<file path="src/rtl/coord_bcd_sched_pkg.sv">
// Shared types and helpers for the coordinate-to-BCD scheduler.
package coord_bcd_sched_pkg;

  typedef enum logic [1:0] {
    IDLE   = 2'd0,
    CONV_X = 2'd1,
    CONV_Y = 2'd2
  } state_t;

  localparam int unsigned DROP_CNT_W = 8;

  // Decimal digits needed for a w-bit unsigned value: ceil(w*log10(2)).
  function automatic int unsigned full_digits(input int unsigned w);
    return (w * 30103 + 99999) / 100000;
  endfunction

endpackage

</file>
<file path="src/rtl/coord_bcd_sched_if.sv">
// Sample-in / BCD-out bus between the touch front end and the display path.
interface coord_bcd_sched_if #(
  parameter int unsigned COORD_W    = 16,
  parameter int unsigned BCD_DIGITS = 4
) ();

  logic                                         coord_valid;
  logic [2*COORD_W-1:0]                         coord_data;
  logic [8*BCD_DIGITS-1:0]                      bcd_data;
  logic                                         bcd_valid;
  logic                                         busy;
  logic                                         ovf_x;
  logic                                         ovf_y;
  logic [coord_bcd_sched_pkg::DROP_CNT_W-1:0]   drop_cnt;

  modport master (
    output coord_valid, coord_data,
    input  bcd_data, bcd_valid, busy, ovf_x, ovf_y, drop_cnt
  );

  modport slave (
    input  coord_valid, coord_data,
    output bcd_data, bcd_valid, busy, ovf_x, ovf_y, drop_cnt
  );

endinterface

</file>
<file path="src/rtl/bcd_dabble_serial.sv">
// Serial double-dabble converter: one shift per clock, COORD_W shifts per value.
module bcd_dabble_serial
  import coord_bcd_sched_pkg::*;
#(
  parameter int unsigned COORD_W     = 16,
  parameter int unsigned FULL_DIGITS = full_digits(COORD_W)
) (
  input  logic                     sys_clk,
  input  logic                     sys_rst,
  input  logic                     start,
  input  logic [COORD_W-1:0]       bin,
  output logic                     done,
  output logic [4*FULL_DIGITS-1:0] bcd
);

  localparam int unsigned BCD_W = 4 * FULL_DIGITS;
  localparam int unsigned CNT_W = $clog2(COORD_W + 1);

  logic [CNT_W-1:0]   cnt;
  logic               running;
  logic [COORD_W-1:0] sh_bin;
  logic [BCD_W-1:0]   sh_bcd;
  logic [BCD_W-1:0]   adj;
  logic [BCD_W-1:0]   nxt_bcd;
  logic [COORD_W-1:0] nxt_bin;

  // Add-3 correction on every digit >= 5, then shift one binary bit into the BCD field.
  always_comb begin
    adj = sh_bcd;
    for (int i = 0; i < int'(FULL_DIGITS); i++) begin
      if (sh_bcd[4*i +: 4] >= 4'd5) begin
        adj[4*i +: 4] = sh_bcd[4*i +: 4] + 4'd3;
      end
    end
    nxt_bcd = {adj[BCD_W-2:0], sh_bin[COORD_W-1]};
    nxt_bin = {sh_bin[COORD_W-2:0], 1'b0};
  end

  // Load on start, shift while running, flag done after the last shift.
  always_ff @(posedge sys_clk or posedge sys_rst) begin
    if (sys_rst) begin
      cnt     <= '0;
      running <= 1'b0;
      sh_bin  <= '0;
      sh_bcd  <= '0;
      done    <= 1'b0;
    end else if (start) begin
      cnt     <= CNT_W'(COORD_W);
      running <= 1'b1;
      sh_bin  <= bin;
      sh_bcd  <= '0;
      done    <= 1'b0;
    end else if (running) begin
      sh_bin <= nxt_bin;
      sh_bcd <= nxt_bcd;
      cnt    <= cnt - CNT_W'(1);
      if (cnt == CNT_W'(1)) begin
        running <= 1'b0;
        done    <= 1'b1;
      end else begin
        done <= 1'b0;
      end
    end else begin
      done <= 1'b0;
    end
  end

  assign bcd = sh_bcd;

endmodule

</file>
<file path="src/rtl/coord_bcd_sched.sv">
// Shares one serial BCD converter between X and Y, with a latest-wins pending slot.
module coord_bcd_sched
  import coord_bcd_sched_pkg::*;
#(
  parameter int unsigned COORD_W    = 16,
  parameter int unsigned BCD_DIGITS = 4,
  parameter bit          SAT_EN     = 1'b1
) (
  input  logic               sys_clk,
  input  logic               sys_rst,
  coord_bcd_sched_if.slave   bus
);

  localparam int unsigned FULL_D = full_digits(COORD_W);
  localparam int unsigned FULL_W = 4 * FULL_D;
  localparam int unsigned OUT_W  = 4 * BCD_DIGITS;
  localparam int unsigned EXT_W  = (FULL_W > OUT_W) ? FULL_W : OUT_W;

  state_t state;
  state_t state_nxt;

  logic                  conv_start_c;
  logic [COORD_W-1:0]    conv_bin_c;
  logic                  conv_done;
  logic [FULL_W-1:0]     conv_bcd;

  logic                  ld_new_c;
  logic                  ld_pend_c;
  logic                  cap_x_c;
  logic                  publish_c;
  logic                  pend_wr_c;
  logic                  pend_clr_c;
  logic                  drop_inc_c;

  logic                  pend_full;
  logic [2*COORD_W-1:0]  pend_data;
  logic [COORD_W-1:0]    y_lat;
  logic [OUT_W-1:0]      x_fld;
  logic                  x_ovf;
  logic [OUT_W:0]        fit_c;

  logic [2*OUT_W-1:0]    bcd_data;
  logic                  bcd_valid;
  logic                  busy;
  logic                  ovf_x;
  logic                  ovf_y;
  logic [DROP_CNT_W-1:0] drop_cnt;

  logic [COORD_W-1:0]    in_x;
  logic [COORD_W-1:0]    in_y;
  logic [COORD_W-1:0]    pend_x;
  logic [COORD_W-1:0]    pend_y;

  assign in_x   = bus.coord_data[2*COORD_W-1:COORD_W];
  assign in_y   = bus.coord_data[COORD_W-1:0];
  assign pend_x = pend_data[2*COORD_W-1:COORD_W];
  assign pend_y = pend_data[COORD_W-1:0];

  // Trim converter output to the display width: {overflow, field}.
  function automatic logic [OUT_W:0] fit(input logic [FULL_W-1:0] v);
    logic [EXT_W-1:0] ext;
    logic             ovf;
    ext = EXT_W'(v);
    ovf = (ext >> OUT_W) != '0;
    return {ovf, (ovf && SAT_EN) ? {BCD_DIGITS{4'h9}} : ext[OUT_W-1:0]};
  endfunction

  assign fit_c = fit(conv_bcd);

  bcd_dabble_serial #(
    .COORD_W     (COORD_W),
    .FULL_DIGITS (FULL_D)
  ) u_dabble (
    .sys_clk (sys_clk),
    .sys_rst (sys_rst),
    .start   (conv_start_c),
    .bin     (conv_bin_c),
    .done    (conv_done),
    .bcd     (conv_bcd)
  );

  // State register.
  always_ff @(posedge sys_clk or posedge sys_rst) begin
    if (sys_rst) begin
      state <= IDLE;
    end else begin
      state <= state_nxt;
    end
  end

  // Next-state and per-edge control decisions.
  always_comb begin
    state_nxt    = state;
    conv_start_c = 1'b0;
    conv_bin_c   = '0;
    ld_new_c     = 1'b0;
    ld_pend_c    = 1'b0;
    cap_x_c      = 1'b0;
    publish_c    = 1'b0;
    pend_wr_c    = 1'b0;
    pend_clr_c   = 1'b0;
    unique case (state)
      IDLE: begin
        if (bus.coord_valid) begin
          ld_new_c     = 1'b1;
          conv_start_c = 1'b1;
          conv_bin_c   = in_x;
          state_nxt    = CONV_X;
        end
      end
      CONV_X: begin
        pend_wr_c = bus.coord_valid;
        if (conv_done) begin
          cap_x_c      = 1'b1;
          conv_start_c = 1'b1;
          conv_bin_c   = y_lat;
          state_nxt    = CONV_Y;
        end
      end
      CONV_Y: begin
        if (conv_done) begin
          publish_c  = 1'b1;
          pend_clr_c = 1'b1;
          if (bus.coord_valid) begin
            ld_new_c     = 1'b1;
            conv_start_c = 1'b1;
            conv_bin_c   = in_x;
            state_nxt    = CONV_X;
          end else if (pend_full) begin
            ld_pend_c    = 1'b1;
            conv_start_c = 1'b1;
            conv_bin_c   = pend_x;
            state_nxt    = CONV_X;
          end else begin
            state_nxt = IDLE;
          end
        end else begin
          pend_wr_c = bus.coord_valid;
        end
      end
      default: state_nxt = IDLE;
    endcase
  end

  // A full pending slot is lost when overwritten or when a fresh sample wins the publish edge.
  assign drop_inc_c = pend_full && (pend_wr_c || ld_new_c);

  // Sample latches, pending slot and the X intermediate result.
  always_ff @(posedge sys_clk or posedge sys_rst) begin
    if (sys_rst) begin
      y_lat     <= '0;
      pend_full <= 1'b0;
      pend_data <= '0;
      x_fld     <= '0;
      x_ovf     <= 1'b0;
    end else begin
      if (ld_new_c) begin
        y_lat <= in_y;
      end else if (ld_pend_c) begin
        y_lat <= pend_y;
      end
      if (pend_wr_c) begin
        pend_full <= 1'b1;
        pend_data <= bus.coord_data;
      end else if (pend_clr_c) begin
        pend_full <= 1'b0;
      end
      if (cap_x_c) begin
        x_fld <= fit_c[OUT_W-1:0];
        x_ovf <= fit_c[OUT_W];
      end
    end
  end

  // Published outputs, busy flag and drop counter.
  always_ff @(posedge sys_clk or posedge sys_rst) begin
    if (sys_rst) begin
      bcd_data  <= '0;
      bcd_valid <= 1'b0;
      busy      <= 1'b0;
      ovf_x     <= 1'b0;
      ovf_y     <= 1'b0;
      drop_cnt  <= '0;
    end else begin
      bcd_valid <= publish_c;
      busy      <= (state_nxt != IDLE);
      if (publish_c) begin
        bcd_data <= {x_fld, fit_c[OUT_W-1:0]};
        ovf_x    <= x_ovf;
        ovf_y    <= fit_c[OUT_W];
      end
      if (drop_inc_c && (drop_cnt != '1)) begin
        drop_cnt <= drop_cnt + DROP_CNT_W'(1);
      end
    end
  end

  assign bus.bcd_data  = bcd_data;
  assign bus.bcd_valid = bcd_valid;
  assign bus.busy      = busy;
  assign bus.ovf_x     = ovf_x;
  assign bus.ovf_y     = ovf_y;
  assign bus.drop_cnt  = drop_cnt;

endmodule

</file>
<file path="src/flat_wrapper.sv">
// flat-port wrapper written by rule: the top's interface ports become plain ports
module coord_bcd_sched_flat import coord_bcd_sched_pkg::*;
#(
  parameter int unsigned COORD_W    = 16,
  parameter int unsigned BCD_DIGITS = 4,
  parameter bit          SAT_EN     = 1'b1
)
  (sys_clk, sys_rst, bus_coord_valid, bus_coord_data, bus_bcd_data, bus_bcd_valid, bus_busy, bus_ovf_x, bus_ovf_y, bus_drop_cnt);
  coord_bcd_sched_if #(.COORD_W(COORD_W), .BCD_DIGITS(BCD_DIGITS)) bus_i ();
  input  logic sys_clk;
  input  logic sys_rst;
  input wire logic [$bits(bus_i.coord_valid)-1:0] bus_coord_valid;
  input wire logic [$bits(bus_i.coord_data)-1:0] bus_coord_data;
  output wire logic [$bits(bus_i.bcd_data)-1:0] bus_bcd_data;
  output wire logic [$bits(bus_i.bcd_valid)-1:0] bus_bcd_valid;
  output wire logic [$bits(bus_i.busy)-1:0] bus_busy;
  output wire logic [$bits(bus_i.ovf_x)-1:0] bus_ovf_x;
  output wire logic [$bits(bus_i.ovf_y)-1:0] bus_ovf_y;
  output wire logic [$bits(bus_i.drop_cnt)-1:0] bus_drop_cnt;
  assign bus_i.coord_valid = bus_coord_valid;
  assign bus_i.coord_data = bus_coord_data;
  assign bus_bcd_data = bus_i.bcd_data;
  assign bus_bcd_valid = bus_i.bcd_valid;
  assign bus_busy = bus_i.busy;
  assign bus_ovf_x = bus_i.ovf_x;
  assign bus_ovf_y = bus_i.ovf_y;
  assign bus_drop_cnt = bus_i.drop_cnt;
  coord_bcd_sched #(.COORD_W(COORD_W), .BCD_DIGITS(BCD_DIGITS), .SAT_EN(SAT_EN)) u_core (.sys_clk(sys_clk), .sys_rst(sys_rst), .bus(bus_i));
endmodule
</file>
<file path="config.mk">
export PLATFORM = sky130hd
export DESIGN_NAME = coord_bcd_sched_flat
export DESIGN_NICKNAME = d
export VERILOG_FILES = /design/src/rtl/coord_bcd_sched_pkg.sv /design/src/rtl/coord_bcd_sched_if.sv /design/src/rtl/bcd_dabble_serial.sv /design/src/rtl/coord_bcd_sched.sv /design/src/flat_wrapper.sv
export SDC_FILE = /design/constraint.sdc
export NUM_CORES = 1
export LEC_CHECK = 0
export ABC_AREA = 0
export BUFFER_PORTS_ARGS = -buffer_cell sky130_fd_sc_hd__buf_2
export CAP_MARGIN = 10
export CORE_MARGIN = 2
export CORE_UTILIZATION = 50
export DETAILED_ROUTE_END_ITERATION = 10
export PLACE_DENSITY = 0.82
export SLEW_MARGIN = 20
export SYNTH_ARGS = -nofsm -noshare
export SYNTH_HDL_FRONTEND = slang
export SYNTH_HIERARCHICAL = 1
export SYNTH_SLANG_ARGS = --single-unit
export TNS_END_PERCENT = 100
</file>
<file path="constraint.sdc">
create_clock -name sys_clk -period 3.8 [get_ports sys_clk]
set_input_delay 0.76 -clock sys_clk [delete_from_list [all_inputs] [get_ports sys_clk]]
set_output_delay 0.76 -clock sys_clk [all_outputs]
set_load 0.05 [all_outputs]
</file>
==> flow_summary_export.csv <==
group,metric,value,unit
outcome,outcome,"complete, no violations",
clock_network,clk_latency,0.42,ns
sta,hold_violations,0,
drt,drt-total-wl,14700,µm
clock_network,cts_tree,"done",
placement,routabilityCongestion,0.825,
grt,antenna_found_initial,0,
clock_network,cts_inserted_buffers,17,
synthesis,synth_top_area_share,54.5,%
clock_network,cts-root-buf,"clkbuf_16",
clock_network,clk_pin_slew_worst_paths,0.06,ns
pwr,switchingPower,0.00203,W
critical_path,crit_type,"reg2reg",
critical_path,crit_chain,"inv_1 -> ha_1 -> nand2_4 -> inv_2 -> o21ai_0 -> a31oi_4 -> nand2b_1 -> nor2_1 -> a221o_1",
clock_network,ctsResizeCount,0,
pwr,pwr-share-comb,29.3,%
drt,drcViolationCount,0,
clock_network,cts_htree_levels,4,
synthesis,synth_commonest_cells,"dfrtp_1 (155), nand2_1 (139), o21ai_0 (61)",
drt,drt-pass1-iter-count,4,
pwr,powerDensity,728,nW/µm²
critical_path,slowest_stage,"a31oi_4",
flow_run,drv_cap,0,
grt,grt_pass1_wl,24800,µm
floorplan,start_util,51.3,%
critical_path,critPathMaxFanout,27,
synthesis,ys_async_sr_fraction,100,%
synthesis,ys_seq_area_share,54.5,%
clock_network,post_cts_buffers,0,
synthesis,ys_seq_elements,155,
synthesis,yosys.area.top_type,"dfrtp_1",
floorplan,die_x,123,µm
layout,layout.nets,806,
pwr,p_sw_share,33.7,%
critical_path,end_kind,"register",
synthesis,syn_area,7120,µm²
placement,dp_hpwl,9340,µm
critical_path,crit_family,"compound AO/OA/AOI/OAI gates",
layout,fillers,1142,
synthesis,yosysUniqueCellTypes,55,
min_path,hold_path.class,"in2async",
synthesis,synth.area.top_cells,"dfrtp_1 (55%), nand2_1 (7.3%), mux2_2 (4.7%)",
sta,period_share,74.5,%
floorplan,io_pins,79,
sta,finalSetupViolCount,0,
floorplan,die_h,123,µm
pwr,totalPowerFinal,0.00603,W
layout,diodes,0,
grt,grt.overflow.total,0,
sta,fin_crit,2.83,ns
sta,relSlewSlack,33.2,%
pwr,p_int,0.00399,W
sta,drv_slew,0,
grt,grt_pass1_vias,5149,
critical_path,crit_arrival,3.13,ns
floorplan,die-area,15200,µm²
clock_network,cts_buffer_depth,2,
drt,drt_iter0_drc,342,
synthesis,syn_area_per_cell,10.4,µm²
grt,track_usage,21.1,%
sta,finalSetupTns,0,ns
critical_path,ff2ff_path_depth,9,
critical_path,r2r_start,"u_core/state[0]",
critical_path,max_stage_delay,0.66,ns
clock_network,holdBufCountCts,0,
clock_network,cts.sinks,155,
floorplan,core_area,13900,µm²
sta,fmax,0.353,GHz
pwr,p_clk_share,29.6,%
critical_path,cp.required,4.10,ns
drt,ant_nets,0,
layout,area_growth,16.2,%
pwr,peakVddDrop,442,µV
grt,grt_max_degree,61,
drt,viasPerCell,5.50,
drt,wire_per_inst,15.6,µm
synthesis,synth-main-ff-cell,"dfrtp_1",
sta,fin_skew,0.00978,ns
pwr,p_seq_share,41.1,%
synthesis,yosysWarnings,6,
critical_path,endpoint,"u_core/u_dabble/bcd[17]",
synthesis,synth_nets,737,
floorplan,num_rows,43,
critical_path,worstSetupStartpoint,"u_core/state[0]",
sta,rsz0062_at_grt,"false",
sta,worst_pin_slew,0.993,ns
critical_path,path_buf_inv,2,
pwr,p_leak,4.06,nW
layout,drive_gt1_share,21.3,%
drt,dr_total_vias,5197,
critical_path,path_depth,9,
critical_path,ff2ff_setup_slack,0.97,ns
critical_path,reg2reg_to,"u_core/u_dabble/bcd[17]",
synthesis,synth-edff-count,0,
synthesis,synthMostInstantiatedCell,"dfrtp_1",
synthesis,synthCells,683,
critical_path,crit_path_start_kind,"register",
placement,numPortBuffers,78,
==> sequential cells by signal, indices dropped and copies added (netlist names), 2 cells and up <==
register,flops
u_core/bus.drop_cnt,8
u_core/y_lat,16
u_core/pend_data,32
u_core/bus.bcd_data,32
u_core/x_fld,16
u_core/u_dabble/cnt,5
u_core/u_dabble/sh_bin,16
u_core/u_dabble/bcd,20
u_core/state,2
==> stage by stage <==
step	cell area [µm²]	setup WS [ns]	cells	hold slack (ns)	util, %
3_3_place_gp	7650	1.13	913	0.448	55.1
5_1_grt	8270	0.736	945	0.491	59.6
4_1_cts	8270	1.00	945	0.473	59.6
2_1_floorplan	7120	0.0810	683	0.439	-
3_5_place_dp	7650	1.03	913	0.456	55.1
6_report	8270	0.969	945	0.462	59.6
==> how the worst min path moves through the flow <==
stage	to	slack, ns	cells past startpoint
CTS	u_core/bus.bcd_data[17]	0.47	2
global route	u_core/bus.ovf_x	0.49	2
finish	u_core/pend_data[18]	0.46	2
detailed placement	u_core/bus.bcd_data[17]	0.46	2
global placement	u_core/bus.bcd_data[17]	0.45	2
floorplan	u_core/bus.bcd_data[16]	0.44	2
==> logic make-up (layout without fill, tap and decap cells) <==
kind of cell	Yosys count	count (layout)	synth area share, %
AO/OA/AOI/OAI	176	176	15.8
XOR/XNOR	11	11	1.35
adder cells (fa/ha/maj)	19	19	3.34
buffers and inverters	57	139	3.67
flip-flops	155	155	54.5
multiplexers	51	51	7.79
AND/OR/NAND/NOR	214	214	13.5
==> power groups by stage <==
stage / registers [W] / logic, W / clock network [W]
floorplan: 0.00250 / 0.00134 / 0
global placement: 0.00248 / 0.00170 / 0
detailed placement: 0.00250 / 0.00175 / 0
CTS: 0.00248 / 0.00178 / 0.00182
global route: 0.00254 / 0.00195 / 0.00188
finish: 0.00248 / 0.00177 / 0.00178
==> layout make-up <==
| cell class | count | area [µm²] | share of cell area (%) |
|---|---|---|---|
| Sequential cell | 155 | 3880 | 46.9 |
| Multi-Input combinational cell | 471 | 2990 | 36.2 |
| Timing Repair Buffer | 88 | 478 | 5.78 |
| Clock buffer | 18 | 429 | 5.19 |
| Tap cell | 180 | 225 | 2.72 |
| Clock inverter | 14 | 195 | 2.36 |
| Inverter | 19 | 73.8 | 0.892 |
==> per-layer routing <==
layer,GRT usage [%],up-vias,routed length (µm)
met5,0,-,0
met4,8.17,0,218
met3,4.52,17,576
met2,34.4,108,7250
met1,27.6,2560,6660
li1,-,2512,-
==> cells in the final DEF (no fill, tap or decap), types with 16 or more instances in the layout <==
cell type	n
dfrtp_1	154
nand2_1	139
buf_2	78
o21ai_0	61
a21oi_1	30
mux2_2	30
nor2_1	22
a21o_1	20
ha_1	19
clkbuf_16	17
a22o_1	16
a22oi_1	16
mux2i_1	16
==> worst register-to-register path, stage by stage (launching register included) <==
cell and delay [ns]:
dfrtp_1 0.43, inv_1 0.13, ha_1 0.28, nand2_4 0.07, inv_2 0.28, o21ai_0 0.23, a31oi_4 0.66, nand2b_1 0.23
nor2_1 0.05, a221o_1 0.35
(Power assumes the default switching activity.)
